### src/rtl/full_adder_8bit.sv
// full_adder_8bit: 8-bit ripple-carry adder built from chained full-adder cells, optional 1-cycle output register.
// Define FULL_ADDER_8BIT_FLAGS_EN to add zero/neg/ovf result flags.
module full_adder_8bit #(
    parameter bit OUT_REG = 1'b1
) (
    input  logic       clk,
    input  logic       rst_n,
    input  logic       in_valid,
    input  logic [7:0] x,
    input  logic [7:0] y,
    input  logic       c_in,
    output logic [7:0] o,
    output logic       cout,
    output logic       out_valid
`ifdef FULL_ADDER_8BIT_FLAGS_EN
    ,
    output logic       zero,
    output logic       neg,
    output logic       ovf
`endif
);
`ifdef FULL_ADDER_8BIT_FLAGS_EN
    localparam int W = 12;
`else
    localparam int W = 9;
`endif
    logic [8:0]   c;
    logic [7:0]   s;
    logic [W-1:0] res;
    logic [W-1:0] res_out;
    assign c[0] = c_in;
    for (genvar i = 0; i < 8; i++) begin : g_cell
        assign s[i]   = x[i] ^ y[i] ^ c[i];
        assign c[i+1] = (x[i] & y[i]) | (c[i] & (x[i] ^ y[i]));
    end
    // Flags ride in the same word as sum/carry so they share timing and reset.
`ifdef FULL_ADDER_8BIT_FLAGS_EN
    assign res = {c[7] ^ c[8], s[7], s == 8'h00, c[8], s};
`else
    assign res = {c[8], s};
`endif
    if (OUT_REG) begin : g_reg
        logic [W-1:0] res_d, res_q;
        logic         valid_d, valid_q;
        always_comb begin
            res_d   = in_valid ? res : res_q;
            valid_d = in_valid;
        end
        always_ff @(posedge clk or negedge rst_n) begin
            if (!rst_n) begin
                res_q   <= '0;
                valid_q <= 1'b0;
            end else begin
                res_q   <= res_d;
                valid_q <= valid_d;
            end
        end
        assign res_out   = res_q;
        assign out_valid = valid_q;
    end else begin : g_comb
        assign res_out   = res;
        assign out_valid = in_valid;
    end
    assign {cout, o} = res_out[8:0];
`ifdef FULL_ADDER_8BIT_FLAGS_EN
    assign {ovf, neg, zero} = res_out[11:9];
`endif
endmodule

### config.mk
export PLATFORM = sky130hd
export DESIGN_NAME = full_adder_8bit
export DESIGN_NICKNAME = d
export VERILOG_FILES = /design/src/rtl/full_adder_8bit.sv
export SDC_FILE = /design/constraint.sdc
export NUM_CORES = 1
export LEC_CHECK = 0
export ABC_AREA = 1
export CAP_MARGIN = 20
export CELL_PAD_IN_SITES_DETAIL_PLACEMENT = 1
export CELL_PAD_IN_SITES_GLOBAL_PLACEMENT = 2
export CORE_MARGIN = 5
export CORE_UTILIZATION = 22
export DETAILED_ROUTE_END_ITERATION = 10
export GPL_TIMING_DRIVEN = 0
export PLACE_DENSITY_LB_ADDON = 0.05
export SLEW_MARGIN = 20
export SYNTH_ARGS = -nofsm -noshare
export SYNTH_HDL_FRONTEND = slang
export SYNTH_SLANG_ARGS = --single-unit
### constraint.sdc
create_clock -name clk -period 1.45 [get_ports clk]
set_input_delay 0.29 -clock clk [delete_from_list [all_inputs] [get_ports clk]]
set_output_delay 0.29 -clock clk [all_outputs]
set_load 0.02 [all_outputs]
-- Word-level counts from Yosys, hierarchy flattened
Index checks and enable logic that the tools add are counted.
- bitwise operators: 40
- operators by type and width (kind ; number):
    $and 1x1->1 ; 16
    $xor 1x1->1 ; 16
    $or 1x1->1 ; 8
- register bits after elaboration: 10
- input port bits: 20
- output and inout bits: 10
- word-level logic and storage cells: 42

-- Logic depth before layout (Yosys ltp)
- word-level depth: 17
- depth in mapped cells: 14
- gate-level depth less buffers: 14

-- Worst setup path before layout
Ideal clock, no wire load.
- path type: input port to flip-flop
- start: in y[0]
- end: reg g_reg.res_q[7]
- setup time: 65 ps
- data arrival time: 3404 ps
- slack: -2019 ps
- stages: 14
- buffers on the path: 0
- cells stage by stage: fa_1 inv_1 fa_1 inv_1 fa_1 fa_1 fa_1 fa_1 fa_1 inv_1 fa_1 inv_1 nand2_1 nand2_1
- word-level cells in the longest chain between the ends: 16
- elaborated cells between the ends (all ways): 17
- those cells by class: bitwise (17)
- RTL lines (what ; line ; source):
    from (decl) ; 10 ; input logic [7:0] y,
    $xor 1x1->1 ; 34 ; assign c[i+1] = (x[i] & y[i]) | (c[i] & (x[i] ^ y[i]));
    $and 1x1->1 ; 34 ;
    $or 1x1->1 (*) ; 34 ;
    $and 1x1->1 (*) ; 34 ;
    $or 1x1->1 (*) ; 34 ;
    $and 1x1->1 (*) ; 34 ;
    $or 1x1->1 (*) ; 34 ;
    $and 1x1->1 (*) ; 34 ;
    $or 1x1->1 (*) ; 34 ;
    $and 1x1->1 (*) ; 34 ;
    $or 1x1->1 (*) ; 34 ;
    $and 1x1->1 (*) ; 34 ;
    $or 1x1->1 (*) ; 34 ;
    $and 1x1->1 (*) ; 34 ;
    $or 1x1->1 (*) ; 34 ;
    $xor 1x1->1 (*) ; 33 ; assign s[i] = x[i] ^ y[i] ^ c[i];
    to (signal assigned) ; 54 ; res_q <= res_d;
    to (decl) ; 43 ; logic [W-1:0] res_d, res_q;
Mark *: on every way between the ends. The rest lies on a longest branch, timed or not.
A chain may end at the register's enable or synchronous reset.

-- Worst setup path in the final report
- start: in x[0]
- end: reg g_reg.res_q[7]
- word-level cells in the longest chain between the ends: 16
- elaborated cells between the ends (all ways): 17
- those cells by class: bitwise (17)
- RTL lines (what ; line ; source):
    from (decl) ; 9 ; input logic [7:0] x,
    $xor 1x1->1 ; 34 ;
    $and 1x1->1 ; 34 ;
    $or 1x1->1 (*) ; 34 ;
    $and 1x1->1 (*) ; 34 ;
    $or 1x1->1 (*) ; 34 ;
    $and 1x1->1 (*) ; 34 ;
    $or 1x1->1 (*) ; 34 ;
    $and 1x1->1 (*) ; 34 ;
    $or 1x1->1 (*) ; 34 ;
    $and 1x1->1 (*) ; 34 ;
    $or 1x1->1 (*) ; 34 ;
    $and 1x1->1 (*) ; 34 ;
    $or 1x1->1 (*) ; 34 ;
    $and 1x1->1 (*) ; 34 ;
    $or 1x1->1 (*) ; 34 ;
    $xor 1x1->1 (*) ; 33 ;
Marks and branches as above.

==> results.toml <==
[status]
status = "finished with violations"
violations = "negative setup slack"

[cells_and_area]
syn_to_final_growth_pct = 65.6
final_area_um2 = 935
fill_cells = 291
drive_gt1_frac = 0.256
nets = 119
diodes = 0

[grt]
grt_use_total = 0.0979
antenna_found_initial = 0
grt_remaining_overflow = 0
grt_pass1_wl_mm = 2.50
grt_pass1_vias = 533
grt_max_degree = 11

[clock_network]
cts_buffer_depth = 2
cts_tree = "built"
post-cts-setup-buffers = 0
clk_pin_slew_ps = 70
root_buffer = "clkbuf_4"
cts_buffers = 3
cts_htree_levels = 1
clk_latency_ps = 270
clock_sinks = 10
cts_hold_buf = 0

[placed_design]
io_buffers = 29
place_ws_ps = -2500
routabilityCongestion = 0.629
place_hpwl_mm = 1.21
placedInstanceArea_um2 = 912

[drt]
drt_iter0_drc = 10
dr.pass1.iters = 4
drt-total-wl_mm = 1.45
num_vias = 491
vias_per_cell = 4.09
met1Wirelength_um = 543
drc = 0
highest_layer = "met4"
wl_met2_um = 763
routedWlPerCell_um = 12.1
wl_met3_um = 98
drtAntennaViolNets = 0

[sta]
setup_violations = 6
hold_viol_final = 0
grt_setup_unrepaired = "yes"
max_clock_freq_ghz = 0.307
post-route-min-period_ps = 3260
finClkSkew_ps = 0
slew_violations = 0
fin_crit_sh = 2.25
tightest_slew_ps = 481
finalWorstSetupSlack_ps = -1810
slew_headroom = 0.678

[worst_setup_path]
critPathArrivalTime_ps = 3470
worstPathMaxFanout = 1
cp-end-kind = "flop"
start_kind = "primary input"
cp.required_ps = 1660
timing.rr.start = "g_reg.res_q[4]"
startpoint = "x[0]"
crit_type = "in2reg"

[synthesis]
synth_fp_nets = 85
synth_cell_types = 6
synth_fa_ha_area_frac = 0.284
synth_top_family_by_area = "adder cells"
synth_compound_area_frac = 0
synth_warnings = 0
yosys.area_share.xor_xnor = 0
synth_cells = 57
yosys.area.top_type = "dfrtp_1"
syn_area_per_cell_um2 = 9.90
yosys.area_share.simple = 0.180
synth.area.top_cells = "dfrtp_1, fa_1, nand2_1"
muxShareOfSynthArea = 0
seq_area_frac_synth = 0.443
ys_ff_latch = 10
netlist_area_um2 = 564
synth.top_cell.area_share = 0.443

[pwr]
p_per_area_nw_per_um2 = 967
p_leak_nw = 0.470
power.total_uw = 904
vdd.ir_drop.worst_v = 0.000306

[floorplan]
rows = 18
start_util = 0.230
die_w_um = 60.6
num_io_pins = 30
core_um2 = 2450
die_y_um = 60.6
die_area_um2 = 3680

[run]
cap_violations = 0

[hold_path]
worstHoldPathType = "in2async"
==> layer usage <==
layer,track usage,vias up
met5,0,-
met1,0.108,241
met3,0.0191,4
met4,0.0650,0
li1,-,226
met2,0.169,20
==> cell usage after synthesis (all sizes together) <==
cell	n
buf	1
dfrtp	10
fa	8
inv	11
nand2	27
==> per-stage QoR <==
| step | util | setup TNS (ps) | hold slack (ps) | std cells |
|---|---|---|---|---|
| 2_1_floorplan | - | -7610 | -5.59 | 57 |
| 5_1_grt | 0.381 | -7680 | 373 | 120 |
| 3_3_place_gp | 0.372 | -11720 | 454 | 116 |
| 6_report | 0.381 | -7000 | 343 | 120 |
| 3_5_place_dp | 0.372 | -12410 | 462 | 116 |
| 4_1_cts | 0.377 | -7560 | 357 | 120 |
==> sequential cells by signal, summed over array words and instances (netlist names) <==
| register | count |
|---|---|
| out_valid | 1 |
| g_reg.res_q | 9 |
==> worst max-delay path, cell delays in order <==
cell	delay [ps]
buf_8	100
fa_2	380
inv_2	60
fa_2	180
inv_2	40
fa_2	350
fa_2	370
fa_2	350
fa_2	350
fa_2	350
inv_2	70
fa_2	430
inv_2	50
nand2_1	50
nand2_1	50
==> cells in the final DEF, fill, tap and decap left out <==
master / n
nand2_1: 27
clkdlybuf4s50_1: 14
dlygate4sd2_1: 12
dfrtp_1: 10
fa_2: 8
inv_2: 7
inv_1: 4
clkbuf_4: 3
buf_6: 2
clkbuf_8: 1
buf_2: 1
buf_8: 1
==> path summary, 6_finish.rpt <==
path | endpoint | slack [ps] | depth (start not counted)
setup / recovery | g_reg.res_q[7] | -1810 | 15
hold / removal | g_reg.res_q[0] | 340 | 1
setup reg to reg | g_reg.res_q[4] | 840 | 2
hold reg to reg | g_reg.res_q[6] | 470 | 2
max in group asynchronous | g_reg.res_q[5] | 780 | 1
min in group clk | g_reg.res_q[0] | 420 | 4
==> logic make-up after synthesis <==
logic type	after synthesis
adders and majority gates	8
buffers and inverters	12
DFF	10
and+or+nand+nor	27
==> final cells by class <==
class	instances	area, um2	area share
inverters	11	41.3	0.0442
repair buffers	29	277	0.296
flip-flops and latches	10	250	0.268
well taps	30	37.5	0.0402
multi-input cells	35	282	0.301
clock buffers	4	36.3	0.0388
plain buffers	1	11.3	0.0120
==> repair_timing <==
item | in CTS | in global routing
resized for setup | 26 | 5
pin swaps | 11 | 13
setup endpoints to repair | 18 | 7
==> power breakdown <==
group	switching, mW	total (mW)	internal (mW)
Combinational	0.161	0.302	0.141
Sequential	0.0211	0.345	0.323
Clock	0.105	0.257	0.152
Total	0.287	0.904	0.617
Note: power is estimated with default switching activity, not from simulation.
